<file path="src/rtl/wb_serial_divider_v2.sv">
// Purpose: Wishbone-mapped iterative divider, one quotient bit per clock, signed/unsigned, with IRQ.
// Latency: START write commit to DONE visible is XLEN+1 cycles, independent of operands.
// Backpressure: none; each access is acked the cycle after it is sampled, so back-to-back requests complete every 2 cycles.
//
// Ports:
//   clk_i, reset_ni           clock and asynchronous active-low reset
//   wbs_cyc_i/stb_i/we_i      Wishbone request qualifiers
//   wbs_sel_i, wbs_adr_i      byte selects (writes only), byte address (bits [4:2] decoded)
//   wbs_dat_i / wbs_dat_o     write data in / registered read data out
//   wbs_ack_o                 registered single-cycle acknowledge
//   irq_o                     level interrupt = DONE & IRQ_EN
//   la_data_o                 {DIVIDEND, DIVISOR, QUOTIENT, REMAINDER}
module wb_serial_divider_v2 #(
  parameter  int WBW  = 32,
  parameter  int XLEN = 32,
  localparam int CNTW = $clog2(XLEN + 1)
) (
  input  logic                clk_i,
  input  logic                reset_ni,
  input  logic                wbs_stb_i,
  input  logic                wbs_cyc_i,
  input  logic                wbs_we_i,
  input  logic [WBW/8-1:0]    wbs_sel_i,
  input  logic [WBW-1:0]      wbs_adr_i,
  input  logic [WBW-1:0]      wbs_dat_i,
  output logic                wbs_ack_o,
  output logic [WBW-1:0]      wbs_dat_o,
  output logic                irq_o,
  output logic [4*XLEN-1:0]   la_data_o
);

  typedef enum logic [1:0] {
    S_IDLE = 2'd0,
    S_CALC = 2'd1,
    S_FIX  = 2'd2
  } state_t;

  state_t r_state;
  state_t w_state_nxt;

  // Software-visible registers
  logic [XLEN-1:0] r_dividend;
  logic [XLEN-1:0] r_divisor;
  logic [XLEN-1:0] r_quotient;
  logic [XLEN-1:0] r_remainder;
  logic            r_signed;
  logic            r_irq_en;
  logic            r_done;
  logic            r_div0;
  logic            r_ovf;

  // Bus interface registers
  logic            r_ack;
  logic [WBW-1:0]  r_dat;

  // Working datapath of the iteration
  logic [XLEN-1:0] r_acc;        // partial remainder
  logic [XLEN-1:0] r_dq;         // dividend bits shift out at the top, quotient bits shift in at the bottom
  logic [XLEN-1:0] r_dvs;        // divisor magnitude
  logic [CNTW-1:0] r_cnt;
  logic            r_neg_q;
  logic            r_neg_r;
  logic            r_div0_case;
  logic            r_ovf_case;

  // Bus decode
  logic            w_valid;
  logic            w_accept;
  logic            w_wr;
  logic            w_rd;
  logic [2:0]      w_idx;
  logic            w_busy;
  logic [WBW-1:0]  w_bmask;
  logic [WBW-1:0]  w_wdat_m;
  logic            w_wr_dividend;
  logic            w_wr_divisor;
  logic            w_wr_ctrl;
  logic            w_w1c;
  logic            w_start;
  logic            w_st_signed;
  logic [WBW-1:0]  w_rdata;

  // Operand preparation at START
  logic            w_a_neg;
  logic            w_b_neg;
  logic [XLEN-1:0] w_a_mag;
  logic [XLEN-1:0] w_b_mag;
  logic            w_div0;
  logic            w_ovf;

  // One restoring step
  logic [XLEN:0]   w_trial;
  logic [XLEN:0]   w_sub;
  logic            w_qbit;
  logic [XLEN-1:0] w_acc_nxt;

  // Final correction
  logic [XLEN-1:0] w_fix_q;
  logic [XLEN-1:0] w_fix_r;
  logic            w_unused;

  assign w_valid  = wbs_cyc_i & wbs_stb_i;
  // ack low is required before a new request is taken, which forces the idle cycle between accesses
  assign w_accept = w_valid & ~r_ack;
  assign w_wr     = w_accept & wbs_we_i;
  assign w_rd     = w_accept & ~wbs_we_i;
  assign w_idx    = wbs_adr_i[4:2];
  assign w_busy   = (r_state != S_IDLE);

  always_comb begin
    w_bmask = '0;
    for (int i = 0; i < WBW/8; i++) begin
      w_bmask[i*8 +: 8] = {8{wbs_sel_i[i]}};
    end
  end

  assign w_wdat_m = wbs_dat_i & w_bmask;

  // Operand and control writes are frozen while a calculation is in flight
  assign w_wr_dividend = w_wr && (w_idx == 3'd0) && !w_busy;
  assign w_wr_divisor  = w_wr && (w_idx == 3'd1) && !w_busy;
  assign w_wr_ctrl     = w_wr && (w_idx == 3'd2) && !w_busy;
  // Status clears are honoured even while busy
  assign w_w1c         = w_wr && (w_idx == 3'd3) && wbs_sel_i[0];
  assign w_start       = w_wr_ctrl && wbs_sel_i[0] && wbs_dat_i[0];
  // The SIGNED bit written together with START governs this operation
  assign w_st_signed   = wbs_sel_i[0] ? wbs_dat_i[1] : r_signed;

  assign w_a_neg = w_st_signed & r_dividend[XLEN-1];
  assign w_b_neg = w_st_signed & r_divisor[XLEN-1];
  assign w_a_mag = w_a_neg ? -r_dividend : r_dividend;
  assign w_b_mag = w_b_neg ? -r_divisor  : r_divisor;
  assign w_div0  = (r_divisor == '0);
  assign w_ovf   = w_st_signed && (r_dividend == {1'b1, {(XLEN-1){1'b0}}}) && (r_divisor == '1);

  assign w_trial   = {r_acc, r_dq[XLEN-1]};
  assign w_sub     = w_trial - {1'b0, r_dvs};
  assign w_qbit    = ~w_sub[XLEN];
  assign w_acc_nxt = w_qbit ? w_sub[XLEN-1:0] : w_trial[XLEN-1:0];

  // Special cases override the iterated result; the iteration still runs so latency is uniform
  always_comb begin
    w_fix_q = r_neg_q ? -r_dq  : r_dq;
    w_fix_r = r_neg_r ? -r_acc : r_acc;
    if (r_div0_case) begin
      w_fix_q = '1;
      w_fix_r = r_dividend;
    end else if (r_ovf_case) begin
      w_fix_q = r_dividend;
      w_fix_r = '0;
    end
  end

  always_comb begin
    w_rdata = '0;
    case (w_idx)
      3'd0: w_rdata[XLEN-1:0] = r_dividend;
      3'd1: w_rdata[XLEN-1:0] = r_divisor;
      3'd2: w_rdata[2:0]      = {r_irq_en, r_signed, 1'b0};
      3'd3: w_rdata[3:0]      = {r_ovf, r_div0, r_done, w_busy};
      3'd4: w_rdata[XLEN-1:0] = r_quotient;
      3'd5: w_rdata[XLEN-1:0] = r_remainder;
      default: w_rdata = '0;
    endcase
  end

  // FSM state register
  always_ff @(posedge clk_i or negedge reset_ni) begin
    if (!reset_ni) begin
      r_state <= S_IDLE;
    end else begin
      r_state <= w_state_nxt;
    end
  end

  // FSM next state
  always_comb begin
    w_state_nxt = r_state;
    case (r_state)
      S_IDLE: if (w_start) w_state_nxt = S_CALC;
      S_CALC: if (r_cnt == CNTW'(1)) w_state_nxt = S_FIX;
      S_FIX:  w_state_nxt = S_IDLE;
      default: w_state_nxt = S_IDLE;
    endcase
  end

  // Bus response
  always_ff @(posedge clk_i or negedge reset_ni) begin
    if (!reset_ni) begin
      r_ack <= 1'b0;
      r_dat <= '0;
    end else begin
      r_ack <= w_accept;
      r_dat <= w_rd ? w_rdata : '0;
    end
  end

  // Software registers
  always_ff @(posedge clk_i or negedge reset_ni) begin
    if (!reset_ni) begin
      r_dividend  <= '0;
      r_divisor   <= '0;
      r_signed    <= 1'b0;
      r_irq_en    <= 1'b0;
      r_quotient  <= '0;
      r_remainder <= '0;
      r_done      <= 1'b0;
      r_div0      <= 1'b0;
      r_ovf       <= 1'b0;
    end else begin
      if (w_wr_dividend) begin
        r_dividend <= (r_dividend & ~w_bmask[XLEN-1:0]) | w_wdat_m[XLEN-1:0];
      end
      if (w_wr_divisor) begin
        r_divisor <= (r_divisor & ~w_bmask[XLEN-1:0]) | w_wdat_m[XLEN-1:0];
      end
      if (w_wr_ctrl && wbs_sel_i[0]) begin
        r_signed <= wbs_dat_i[1];
        r_irq_en <= wbs_dat_i[2];
      end

      if (r_state == S_FIX) begin
        r_quotient  <= w_fix_q;
        r_remainder <= w_fix_r;
      end

      // A completion set beats a simultaneous W1C
      if (r_state == S_FIX) begin
        r_done <= 1'b1;
      end else if (w_start || (w_w1c && wbs_dat_i[1])) begin
        r_done <= 1'b0;
      end

      if ((r_state == S_FIX) && r_div0_case) begin
        r_div0 <= 1'b1;
      end else if (w_start || (w_w1c && wbs_dat_i[2])) begin
        r_div0 <= 1'b0;
      end

      if ((r_state == S_FIX) && r_ovf_case) begin
        r_ovf <= 1'b1;
      end else if (w_start || (w_w1c && wbs_dat_i[3])) begin
        r_ovf <= 1'b0;
      end
    end
  end

  // Iteration datapath
  always_ff @(posedge clk_i or negedge reset_ni) begin
    if (!reset_ni) begin
      r_acc       <= '0;
      r_dq        <= '0;
      r_dvs       <= '0;
      r_cnt       <= '0;
      r_neg_q     <= 1'b0;
      r_neg_r     <= 1'b0;
      r_div0_case <= 1'b0;
      r_ovf_case  <= 1'b0;
    end else if (w_start) begin
      r_acc       <= '0;
      r_dq        <= w_a_mag;
      r_dvs       <= w_b_mag;
      r_cnt       <= CNTW'(XLEN);
      r_neg_q     <= w_a_neg ^ w_b_neg;
      r_neg_r     <= w_a_neg;
      r_div0_case <= w_div0;
      r_ovf_case  <= w_ovf & ~w_div0;
    end else if (r_state == S_CALC) begin
      r_acc <= w_acc_nxt;
      r_dq  <= {r_dq[XLEN-2:0], w_qbit};
      r_cnt <= r_cnt - CNTW'(1);
    end
  end

  assign wbs_ack_o = r_ack;
  assign wbs_dat_o = r_dat;
  assign irq_o     = r_done & r_irq_en;
  assign la_data_o = {r_dividend, r_divisor, r_quotient, r_remainder};

  assign w_unused = ^{wbs_adr_i[WBW-1:5], wbs_adr_i[1:0], w_wdat_m, w_bmask};

endmodule

</file>
<file path="config.mk">
export PLATFORM = sky130hd
export DESIGN_NAME = wb_serial_divider_v2
export DESIGN_NICKNAME = d
export VERILOG_FILES = /design/src/rtl/wb_serial_divider_v2.sv
export SDC_FILE = /design/constraint.sdc
export NUM_CORES = 1
export LEC_CHECK = 0
export ABC_AREA = 1
export BUFFER_PORTS_ARGS = -buffer_cell sky130_fd_sc_hd__buf_2
export CORE_MARGIN = 2
export CORE_UTILIZATION = 45
export CTS_CLUSTER_DIAMETER = 100
export DETAILED_ROUTE_END_ITERATION = 16
export PLACE_DENSITY = 0.69
export SETUP_SLACK_MARGIN = 0.05
export SLEW_MARGIN = 10
export SYNTH_ARGS = -nofsm -noshare
export SYNTH_HDL_FRONTEND = slang
export SYNTH_SLANG_ARGS = --single-unit
</file>
<file path="constraint.sdc">
create_clock -name clk_i -period 2.1 [get_ports clk_i]
set_input_delay 0.21 -clock clk_i [delete_from_list [all_inputs] [get_ports clk_i]]
set_output_delay 0.21 -clock clk_i [all_outputs]
set_load 0.02 [all_outputs]
</file>
==> impl_summary.txt <==
----------------------------------------------------
[Synth]
  Post-synthesis async set-or-reset flop share ... 100%
  Sequential area share after synthesis ... 37.5%
  Top cell types by occurrence after synthesis ... sky130_fd_sc_hd__nand2_1, sky130_fd_sc_hd__inv_1, sky130_fd_sc_hd__dfrtp_1
  Ys flop type ... sky130_fd_sc_hd__dfrtp_1
  Synth top area share ... 37.5%
  Net count after synthesis ... 2728
  Count leader, synth ... sky130_fd_sc_hd__nand2_1
  Avg Inst Size Synth ... 6.99 um^2
  Synth area leader ... sky130_fd_sc_hd__dfrtp_1
  Number of distinct standard cells referenced by the synthesized netlist ... 51
  Top cells by area in the synthesized netlist ... sky130_fd_sc_hd__dfrtp_1, sky130_fd_sc_hd__nand2_1, sky130_fd_sc_hd__inv_1
  EDFF count, synth ... 0
  Gate Count Post-Synth ... 2615
  Synth Warn # ... 0
  Combined area of all synthesized cells ... 0.0183 mm^2
  FF+latch count, synth ... 274

[Clock tree]
  CTS tree ... built
  H-tree Lvls ... 2
  Deepest clock path buffer count ... 3
  Clock tree sinks ... 274
  Clock tree root buffer cell ... sky130_fd_sc_hd__clkbuf_16
  Clock-pin transition on the worst setup and hold timing paths ... 0.06 ns
  TritonCTS Buffers ... 34
  Worst skew pair latency ... 0.56 ns

[Floorplan]
  I/O pin count ... 235
  Die X-Extent ... 206 um
  Die Y ... 206 um
  Initial cell density of the core ... 45.8%
  Rows ... 73
  Placeable core region ... 0.0399 mm^2
  Die footprint ... 0.0423 mm^2

[Final layout]
  Fraction of layout instances using a drive strength above 1 ... 26.6%
  Area overhead of the layout relative to synthesis ... 34.2%
  Final core utilization ... 61.5%
  Cell Count, Final, Fillers Out ... 3659
  Final nets ... 3224

[Power]
  Final Total Pwr ... 30100 uW
  Lkg Pwr ... 0.0123 uW
  Cell Pwr Density ... 1220 mW/mm^2
  Max IR drop VDD ... 634 uV

[Placement]
  Gpl congestion ... 0.995
  Total instance count after detailed placement ... 3545
  Placed wire-length estimate ... 56900 um
  Count of input and output buffers ... 205

[Status]
  Status ... finished with violations
  Failing checks ... negative setup slack

[Route]
  Total number of vias ... 20800
  Final routed wire length divided by cell count ... 20.8 um
  Detailed-route vias per instance ... 5.68
  Sum of routed wire length over all layers ... 76200 um
  Post-route DRC ... 0
  Initial DRT Pass Iterations ... 7
  Number of nets with antenna violations after routing ... 0
  First-iteration detailed-routing DRC count ... 2263

[GRT]
  Global-route wire length before repair ... 112000 um
  Initial antenna violation count ... 0
  GRT overflow ... 0
  Via count of the first global-routing pass ... 19100
  Global router's overall resource usage ... 35.0%
  Pin count of the biggest net entering global routing ... 64

[Setup path]
  Worst EP required ... 2.53 ns
  Element type at the critical path end ... register
  Type of the worst setup path ... register to register
  Type of origin of the critical path ... register
  Crit path max fanout ... 8
  Most used cell along the critical path ... sky130_fd_sc_hd__nand2_1
  Slowest cell on the critical path ... sky130_fd_sc_hd__dfrtp_1
  Top delay family on crit path ... simple AND/OR/NAND/NOR gates
  Worst EP arrival ... 2.78 ns
  Number of buffer and inverter instances along the worst setup path ... 5
  Cell breakdown of the critical path ... inv_1 -> ha_4 -> nand2_1 -> nand2_1 -> inv_1 -> nand2_1 -> inv_1 -> nand2_1 -> a21oi_4 -> buf_12 -> nand2_8 -> nand2_8 -> buf_6 -> nand3_1 -> nand3_1 -> nand2_1
  Biggest cell delay along the critical path ... 0.35 ns

[Timing]
  Slew @ Worst Pin ... 0.757 ns
  Fin crit share ... 112%
  Hold Worst Slack ... 0.0235 ns
  Number of max-slew violations in the final report ... 0
  Worst-case setup margin in the final layout ... -0.251 ns
  Worst rel slew slack ... 49.4%
  Maximum achievable frequency ... 425 MHz
  Finish-stage setup viols ... 32
  RSZ-0062 raised after global routing ... true
  Final period demand of the worst path ... 2.35 ns
  Final Hold Vio Count ... 0
  Setup clock skew after layout ... 0.0228 ns

[Min path]
  Hold/Removal Path Class ... input pin to register

[Flow run]
  Max-cap violation count ... 0

----------------------------------------------------
==> metal layers <==
layer | track usage [%] | up-vias | part of all wire [%]
met5 | 0 | - | 0
met4 | 14.0 | 0 | 4.7
met3 | 6.41 | 204 | 9.8
met2 | 54.8 | 1139 | 44
met1 | 47.9 | 9869 | 41
li1 | - | 9576 | -
==> through the flow <==
| step | cell area, um^2 | setup WS (ns) | setup TNS [ns] |
|---|---|---|---|
| 6_report | 24600 | -0.251 | -5.23 |
| 5_1_grt | 24500 | -0.333 | -9.45 |
| 4_1_cts | 23700 | -0.100 | -2.65 |
| 3_5_place_dp | 21900 | -0.145 | -3.84 |
| 3_3_place_gp | 21900 | -0.119 | -2.67 |
| 2_1_floorplan | 18300 | 0.00503 | 0 |
==> where the power goes <==
part / leakage (uW) / switching [uW] / total [uW] / internal (uW)
Combinational: 0.00833 / 9710 / 16200 / 6520
Clock: 0.000614 / 2500 / 6770 / 4270
Sequential: 0.00337 / 852 / 7080 / 6230
Total: 0.0123 / 13100 / 30100 / 17000
==> worst paths after layout <==
| check | depth (start not counted) | slack (ns) | end | from |
|---|---|---|---|---|
| worst max-delay path | 16 | -0.25 | r_acc[10] | r_dvs[23] |
| worst min-delay path | 3 | 0.02 | register | wbs_dat_i[0] |
| worst max register to register | 16 | -0.25 | r_acc[10] | r_dvs[23] |
| worst min register to register | 2 | 0.49 | r_dvs[3] | r_dvs[3] |
| max in group asynchronous | 3 | 1.13 | r_dq[30] | reset_ni |
| min in group asynchronous | 2 | 0.19 | r_dvs[4] | reset_ni |
==> cells in the final DEF (no fill, tap or decap), types with 16 or more instances in the layout <==
master / instances
sky130_fd_sc_hd__a21oi_1: 119
sky130_fd_sc_hd__a221oi_1: 31
sky130_fd_sc_hd__a22oi_1: 18
sky130_fd_sc_hd__buf_2: 204
sky130_fd_sc_hd__buf_4: 293
sky130_fd_sc_hd__clkbuf_16: 38
sky130_fd_sc_hd__dfrtp_1: 272
sky130_fd_sc_hd__dlygate4sd3_1: 28
sky130_fd_sc_hd__ha_1: 21
sky130_fd_sc_hd__inv_1: 379
sky130_fd_sc_hd__inv_2: 22
sky130_fd_sc_hd__nand2_1: 603
sky130_fd_sc_hd__nand2_2: 55
sky130_fd_sc_hd__nand3_1: 225
sky130_fd_sc_hd__nand3_2: 54
sky130_fd_sc_hd__nand4_1: 27
sky130_fd_sc_hd__nor2_1: 230
sky130_fd_sc_hd__nor2_2: 19
sky130_fd_sc_hd__nor2_4: 17
sky130_fd_sc_hd__nor3_1: 21
sky130_fd_sc_hd__o21ai_0: 134
sky130_fd_sc_hd__o21ai_1: 16
sky130_fd_sc_hd__o21bai_1: 16
sky130_fd_sc_hd__o221ai_1: 38
sky130_fd_sc_hd__o22ai_1: 39
sky130_fd_sc_hd__xor2_1: 25
==> area by class of cell <==
cell class / count / area (um^2)
multi-input cells: 1845 / 10300
inverters: 404 / 1530
clock inverters: 14 / 283
well taps: 525 / 657
repair buffers: 552 / 3970
clock buffers: 44 / 980
fillers: 3602 / 15400
diodes: 1 / 2.50
flip-flops and latches: 274 / 6860
==> what timing repair did <==
action                                 in CTS  in global routing
setup buffers                               3                 16
pin swaps                                   3                 42
hold buffers                               28                  0
setup endpoints to repair                  46                 97
endpoints found under the hold margin     100                  0
resized for setup                          30                151
gates cloned                                2                  6
==> cell families after synthesis <==
family / Yosys count / synth area share, %
xor gates and xnor gates: 38 / 1.82
and+or+nand+nor: 1301 / 31.5
buffers and inverters: 500 / 10.8
DFF: 274 / 37.5
adders and majority gates: 40 / 2.78
muxes: 4 / 0.246
AOI/OAI and AO/OA: 458 / 15.4
==> worst register-to-register path: stages (launching register included) <==
cell	delay [ns]
sky130_fd_sc_hd__dfrtp_1	0.35
sky130_fd_sc_hd__inv_1	0.12
sky130_fd_sc_hd__ha_4	0.23
sky130_fd_sc_hd__nand2_1	0.06
sky130_fd_sc_hd__nand2_1	0.07
sky130_fd_sc_hd__inv_1	0.06
sky130_fd_sc_hd__nand2_1	0.07
sky130_fd_sc_hd__inv_1	0.05
sky130_fd_sc_hd__nand2_1	0.10
sky130_fd_sc_hd__a21oi_4	0.29
sky130_fd_sc_hd__buf_12	0.15
sky130_fd_sc_hd__nand2_8	0.09
sky130_fd_sc_hd__nand2_8	0.14
sky130_fd_sc_hd__buf_6	0.17
sky130_fd_sc_hd__nand3_1	0.10
sky130_fd_sc_hd__nand3_1	0.11
sky130_fd_sc_hd__nand2_1	0.06
No activity file was read; power rests on OpenSTA's default activity.
